[src/rtl/pool_pkg.sv]
// Shared constants for the pooled-map output path: pixel width, map geometry
// and the layout of a tagged buffer entry {eol, eof, data}.
package pool_pkg;

    localparam int POOL_DATA_W = 32;
    localparam int POOL_OUT_W  = 149;
    localparam int POOL_OUT_H  = 149;

    localparam int ENTRY_W = POOL_DATA_W + 2;
    localparam int EOL_BIT = POOL_DATA_W + 1;
    localparam int EOF_BIT = POOL_DATA_W;

    // Entry geometry for a non-default pixel width.
    function automatic int entry_w(input int dw);
        return dw + 2;
    endfunction

    function automatic int eol_pos(input int dw);
        return dw + 1;
    endfunction

    function automatic int eof_pos(input int dw);
        return dw;
    endfunction

endpackage

[src/rtl/sync_fifo_fwft.sv]
// First-word-fall-through synchronous FIFO with occupancy count and flush.
// The head word reads as zero while the FIFO is empty.
module sync_fifo_fwft #(
    parameter int WIDTH = 34,
    parameter int DEPTH = 16,
    localparam int CW   = $clog2(DEPTH + 1)
) (
    input  logic             clk,
    input  logic             rst_n,
    input  logic             flush,
    input  logic             push,
    input  logic             pop,
    input  logic [WIDTH-1:0] wdata,
    output logic [WIDTH-1:0] rdata,
    output logic             full,
    output logic             empty,
    output logic [CW-1:0]    count
);

    localparam int AW = $clog2(DEPTH);

    logic [WIDTH-1:0] mem [DEPTH];
    logic [AW-1:0]    wr_ptr;
    logic [AW-1:0]    rd_ptr;
    logic             pop_eff;
    logic             push_eff;

    assign empty    = (count == '0);
    assign full     = (count == CW'(DEPTH));
    assign pop_eff  = pop && !empty;
    // A push into a full FIFO is accepted only when the head leaves this cycle.
    assign push_eff = push && (!full || pop_eff);
    assign rdata    = empty ? '0 : mem[rd_ptr];

    always_ff @(posedge clk or negedge rst_n) begin
        if (!rst_n) begin
            wr_ptr <= '0;
            rd_ptr <= '0;
            count  <= '0;
        end else if (flush) begin
            wr_ptr <= '0;
            rd_ptr <= '0;
            count  <= '0;
        end else begin
            if (push_eff) wr_ptr <= wr_ptr + 1'b1;
            if (pop_eff)  rd_ptr <= rd_ptr + 1'b1;
            case ({push_eff, pop_eff})
                2'b10:   count <= count + CW'(1);
                2'b01:   count <= count - CW'(1);
                default: count <= count;
            endcase
        end
    end

    always_ff @(posedge clk) begin
        if (push_eff && !flush) mem[wr_ptr] <= wdata;
    end

endmodule

[src/rtl/pool_stream_buffer.sv]
// Tags pooled pixels with end-of-row/end-of-frame, buffers them in a FWFT
// FIFO and presents them on valid/ready; drops and flags pixels when full.
module pool_stream_buffer
    import pool_pkg::*;
#(
    parameter int DATA_WIDHT = POOL_DATA_W,
    parameter int OUT_WIDHT  = POOL_OUT_W,
    parameter int OUT_HEIGHT = POOL_OUT_H,
    parameter int FIFO_DEPTH = 16
) (
    input  logic                            clk,
    input  logic                            rst,
    input  logic                            Soft_Clr,
    input  logic [DATA_WIDHT-1:0]           Data_In,
    input  logic                            Valid_In,
    output logic [DATA_WIDHT-1:0]           Data_Out,
    output logic                            Valid_Out,
    input  logic                            Ready_In,
    output logic                            Last_Col,
    output logic                            Last_Frame,
    output logic                            Frame_Done,
    output logic                            Overflow,
    output logic [$clog2(FIFO_DEPTH+1)-1:0] Fill_Level
);

    localparam int EW = entry_w(DATA_WIDHT);
    localparam int XW = (OUT_WIDHT > 1) ? $clog2(OUT_WIDHT) : 1;
    localparam int YW = (OUT_HEIGHT > 1) ? $clog2(OUT_HEIGHT) : 1;
    localparam logic [XW-1:0] COL_LAST = XW'(OUT_WIDHT - 1);
    localparam logic [YW-1:0] ROW_LAST = YW'(OUT_HEIGHT - 1);

    logic [XW-1:0] col;
    logic [YW-1:0] row;
    logic          eol;
    logic          eof;
    logic [EW-1:0] entry_in;
    logic [EW-1:0] entry_head;
    logic          fifo_full;
    logic          fifo_empty;
    logic          pop_eff;
    logic          drop;

    assign eol      = (col == COL_LAST);
    assign eof      = eol && (row == ROW_LAST);
    assign entry_in = {eol, eof, Data_In};

    assign Valid_Out  = !fifo_empty;
    assign pop_eff    = Valid_Out && Ready_In;
    assign drop       = Valid_In && fifo_full && !pop_eff && !Soft_Clr;
    assign Data_Out   = entry_head[DATA_WIDHT-1:0];
    assign Last_Col   = entry_head[eol_pos(DATA_WIDHT)];
    assign Last_Frame = entry_head[eof_pos(DATA_WIDHT)];

    sync_fifo_fwft #(
        .WIDTH (EW),
        .DEPTH (FIFO_DEPTH)
    ) u_fifo (
        .clk   (clk),
        .rst_n (rst),
        .flush (Soft_Clr),
        .push  (Valid_In),
        .pop   (Ready_In),
        .wdata (entry_in),
        .rdata (entry_head),
        .full  (fifo_full),
        .empty (fifo_empty),
        .count (Fill_Level)
    );

    // Geometry follows every source pixel, dropped or not, to stay frame-aligned.
    always_ff @(posedge clk or negedge rst) begin
        if (!rst) begin
            col <= '0;
            row <= '0;
        end else if (Soft_Clr) begin
            col <= '0;
            row <= '0;
        end else if (Valid_In) begin
            if (eol) begin
                col <= '0;
                row <= (row == ROW_LAST) ? '0 : row + 1'b1;
            end else begin
                col <= col + 1'b1;
            end
        end
    end

    always_ff @(posedge clk or negedge rst) begin
        if (!rst) begin
            Overflow   <= 1'b0;
            Frame_Done <= 1'b0;
        end else if (Soft_Clr) begin
            Overflow   <= 1'b0;
            Frame_Done <= 1'b0;
        end else begin
            if (drop) Overflow <= 1'b1;
            Frame_Done <= pop_eff && Last_Frame;
        end
    end

endmodule
[config.mk]
export PLATFORM = sky130hd
export DESIGN_NAME = pool_stream_buffer
export DESIGN_NICKNAME = d
export VERILOG_FILES = /design/src/rtl/pool_pkg.sv /design/src/rtl/sync_fifo_fwft.sv /design/src/rtl/pool_stream_buffer.sv
export SDC_FILE = /design/constraint.sdc
export NUM_CORES = 1
export LEC_CHECK = 0
export ABC_CLOCK_PERIOD_IN_PS = 4480
export BUFFER_PORTS_ARGS = -buffer_cell sky130_fd_sc_hd__buf_2
export CAP_MARGIN = 20
export CORE_MARGIN = 4
export CORE_UTILIZATION = 62
export CTS_CLUSTER_SIZE = 16
export DETAILED_ROUTE_END_ITERATION = 8
export PLACE_DENSITY = 0.8
export SETUP_SLACK_MARGIN = 0.2
export SLEW_MARGIN = 20
export SYNTH_ARGS = -nofsm -noshare
export SYNTH_HDL_FRONTEND = slang
export SYNTH_SLANG_ARGS = --single-unit
[constraint.sdc]
create_clock -name clk -period 4.48 [get_ports clk]
set_clock_uncertainty 0.05 [all_clocks]
set_input_delay 0.448 -clock clk [delete_from_list [all_inputs] [get_ports clk]]
set_output_delay 0.448 -clock clk [all_outputs]
set_load 0.005 [all_outputs]
==> impl_metrics.env <==
export IMPL_outcome="complete, no violations"
export IMPL_start_kind="flop"
export IMPL_start_util=0.626
export IMPL_grt_pass1_wl_um=74300
export IMPL_power_density_nw_per_um2=524
export IMPL_async_flop_share=0.0539
export IMPL_fin_nets=1177
export IMPL_yosysWarnings=0
export IMPL_rsz0062_at_grt="false"
export IMPL_synth_top_flop_cell="edfxtp_1"
export IMPL_route_vias_total=10900
export IMPL_syn_area_um2=22900
export IMPL_worst_pin_slew_ns=1.00
export IMPL_antenna_found_initial=2
export IMPL_ant_nets=0
export IMPL_cts_buffer_depth=3
export IMPL_row_count=70
export IMPL_crit_arrival_ns=3.20
export IMPL_critPathRequiredTime_ns=3.98
export IMPL_die_h_um=200
export IMPL_hpwl_um=26600
export IMPL_gp_congestion=0.820
export IMPL_hold_viol=0
export IMPL_finalSetupViolCount=0
export IMPL_insertion_delay_ns=0.59
export IMPL_synth_cells=1014
export IMPL_viasPerCell=6.60
export IMPL_vdd_drop_max_uv=367
export IMPL_yosysSeqAreaShare=0.749
export IMPL_slew_viol_final=0
export IMPL_grt_max_degree=66
export IMPL_drive_gt1_frac=0.297
export IMPL_first_global_vias=11300
export IMPL_drc=0
export IMPL_cap_violations=0
export IMPL_final_period_utilization=0.826
export IMPL_first_iter_violations=1241
export IMPL_grt_use_total=0.256
export IMPL_endpoint_kind="output port"
export IMPL_grt_overflow=0
export IMPL_synth_edff_count=544
export IMPL_post_cts_buffers=0
export IMPL_slew_headroom=0.332
export IMPL_crit_fanout=22
export IMPL_postLayoutCoreUtil=0.701
export IMPL_post_cts_resized=0
export IMPL_synthDistinctLibCells=50
export IMPL_clockRootBuffer="clkbuf_16"
export IMPL_max_clock_freq_ghz=0.270
export IMPL_cts_tree="yes"
export IMPL_p_leak_nw=8.30
export IMPL_finalWorstSetupSlack_ns=0.778
export IMPL_first_pass_iters=5
export IMPL_fin_crit_ns=3.70
export IMPL_fp_dieArea_um2=40000
export IMPL_synthToLayoutAreaGrowth_pct=12.0
export IMPL_wire_per_inst_um=29.9
export IMPL_ys_ff_latch=575
export IMPL_crit_type="reg -> out"
export IMPL_cts_buffers_inserted=54
export IMPL_pre_cts_slack_ns=1.22
export IMPL_path_clk_slew_ns=0.06
export IMPL_syn_num_nets=1062
export IMPL_core_um2=36500
export IMPL_routed_wl_um=49100
export IMPL_hp_class="in -> reg"
export IMPL_port_buffers=78
export IMPL_cts_sinks=575
export IMPL_die_x_um=200
export IMPL_num_io_pins=79
export IMPL_fin_setup_tns_ns=0
export IMPL_syn_avg_cell_area_um2=22.5
export IMPL_ctsHtreeMaxLevel=2
## synth_stat cells (3+ instances only)
library cell,instances,area share
dfrtp_1,31,0.034
clkbuf_1,15,0.0025
and2_1,35,0.0096
o21ai_0,10,0.0022
xnor2_1,3,0.0011
or3_1,3,0.00082
nor4_1,4,0.0011
inv_1,12,0.0020
buf_1,5,0.00082
edfxtp_1,544,0.71
buf_6,7,0.0034
nand3_1,13,0.0028
mux2i_1,3,0.0013
nand2_1,16,0.0026
nand2b_1,4,0.0011
mux4_1,35,0.040
clkbuf_8,9,0.0054
and3_1,5,0.0014
nor2_1,48,0.0079
o21ai_1,3,0.00066
buf_12,10,0.0088
nand4_1,3,0.00082
a21oi_1,6,0.0013
mux4_2,135,0.13
nor3_1,4,0.00088
xor2_1,11,0.0042
ha_1,11,0.0060
buf_2,5,0.0011
## worst paths after layout
kind / from / slack [ns] / to / depth (start not counted)
worst min register to register: row[6] / 0.46 / row[6] / 1
worst max register to register: u_fifo.count[1] / 1.24 / u_fifo.mem[7][19] / 5
max in group asynchronous: rst / 3.46 / u_fifo.rd_ptr[0] / 2
worst min-delay path: Ready_In / 0.13 / u_fifo.rd_ptr[1] / 3
worst max-delay path: u_fifo.rd_ptr[0] / 0.78 / Data_Out[22] / 5
min in group asynchronous: rst / 0.39 / col[1] / 2
## per-layer routing
layer	vias to the layer above	track usage	part of all wire
met3	100	0.0514	0.077
li1	4484	-	-
met4	2	0.0893	0.032
met5	-	0	0.00026
met1	5708	0.370	0.40
met2	564	0.402	0.49
## area by class of cell
cell class | count | area [um2]
Antenna cell | 2 | 5.00
Clock buffer | 70 | 1440
Clock inverter | 31 | 352
Fill cell | 2066 | 10900
Inverter | 13 | 48.8
Multi-Input combinational cell | 375 | 5310
Sequential cell | 575 | 17100
Tap cell | 468 | 586
Timing Repair Buffer | 110 | 733
## placed cells by master, fill, tap and decap left out, types with 4 or more instances in the layout
| cell | Yosys | layout |
|---|---|---|
| clkbuf_1 | 15 | 13 |
| nor2_1 | 48 | 32 |
| inv_1 | 12 | 12 |
| clkinv_1 | 0 | 6 |
| nor2_4 | 0 | 16 |
| and2_1 | 35 | 35 |
| and3_1 | 5 | 5 |
| mux4_2 | 135 | 135 |
| nand2b_1 | 4 | 4 |
| dfrtp_1 | 31 | 27 |
| ha_1 | 11 | 11 |
| buf_4 | 0 | 23 |
| mux4_1 | 35 | 35 |
| nand2_1 | 16 | 16 |
| edfxtp_1 | 544 | 544 |
| xor2_1 | 11 | 11 |
| o21ai_0 | 10 | 10 |
| buf_12 | 10 | 8 |
| nand3_1 | 13 | 13 |
| clkbuf_16 | 0 | 54 |
| a21oi_1 | 6 | 6 |
| clkinv_2 | 0 | 12 |
| buf_2 | 5 | 78 |
| nor4_1 | 4 | 4 |
| bufinv_16 | 0 | 7 |
| nor3_1 | 4 | 4 |
## per-stage QoR
step	instance area (um2)	total power [W]	hold WS (ns)	std cells
2_1_floorplan	22900	0.00815	0.102	1014
3_3_place_gp	23800	0.00883	0.444	1540
3_5_place_dp	23800	0.00888	0.452	1540
4_1_cts	25600	0.0135	0.109	1642
5_1_grt	25600	0.0140	0.162	1643
6_report	25600	0.0134	0.128	1644
## kinds of logic after synthesis
kind of cell,Yosys count,share of synthesized area
AOI/OAI and AO/OA,35,0.00980
xor gates and xnor gates,14,0.00537
adders and majority gates,11,0.00602
buffers and inverters,64,0.0241
DFF,575,0.749
muxes,173,0.175
and+or+nand+nor,142,0.0313
## worst max-delay path: stages (launching register included)
cell and delay [ns]:
dfrtp_4 0.71, buf_4 0.41, mux4_1 0.67, mux4_2 0.49, and2_1 0.19, buf_2 0.13
## flip-flops by register name (all words and copies together), names as in the netlist
signal         count
col                8
row                8
u_fifo.rd_ptr      4
u_fifo.count       5
Overflow           1
u_fifo.wr_ptr      4
u_fifo.mem       544
Frame_Done         1
## report_power, final
part / internal [W] / switching (W) / total [W]
combinational: 0.00137 / 0.00128 / 0.00265
clock: 0.00268 / 0.00196 / 0.00464
sequential: 0.00597 / 0.000155 / 0.00613
total: 0.0100 / 0.00339 / 0.0134
## timing repair
action | in CTS | in global routing
setup endpoints to repair | 0 | 0
endpoints found under the hold margin | 31 | 0
hold buffers | 1 | 0
Power figures use the tool's default switching activity.
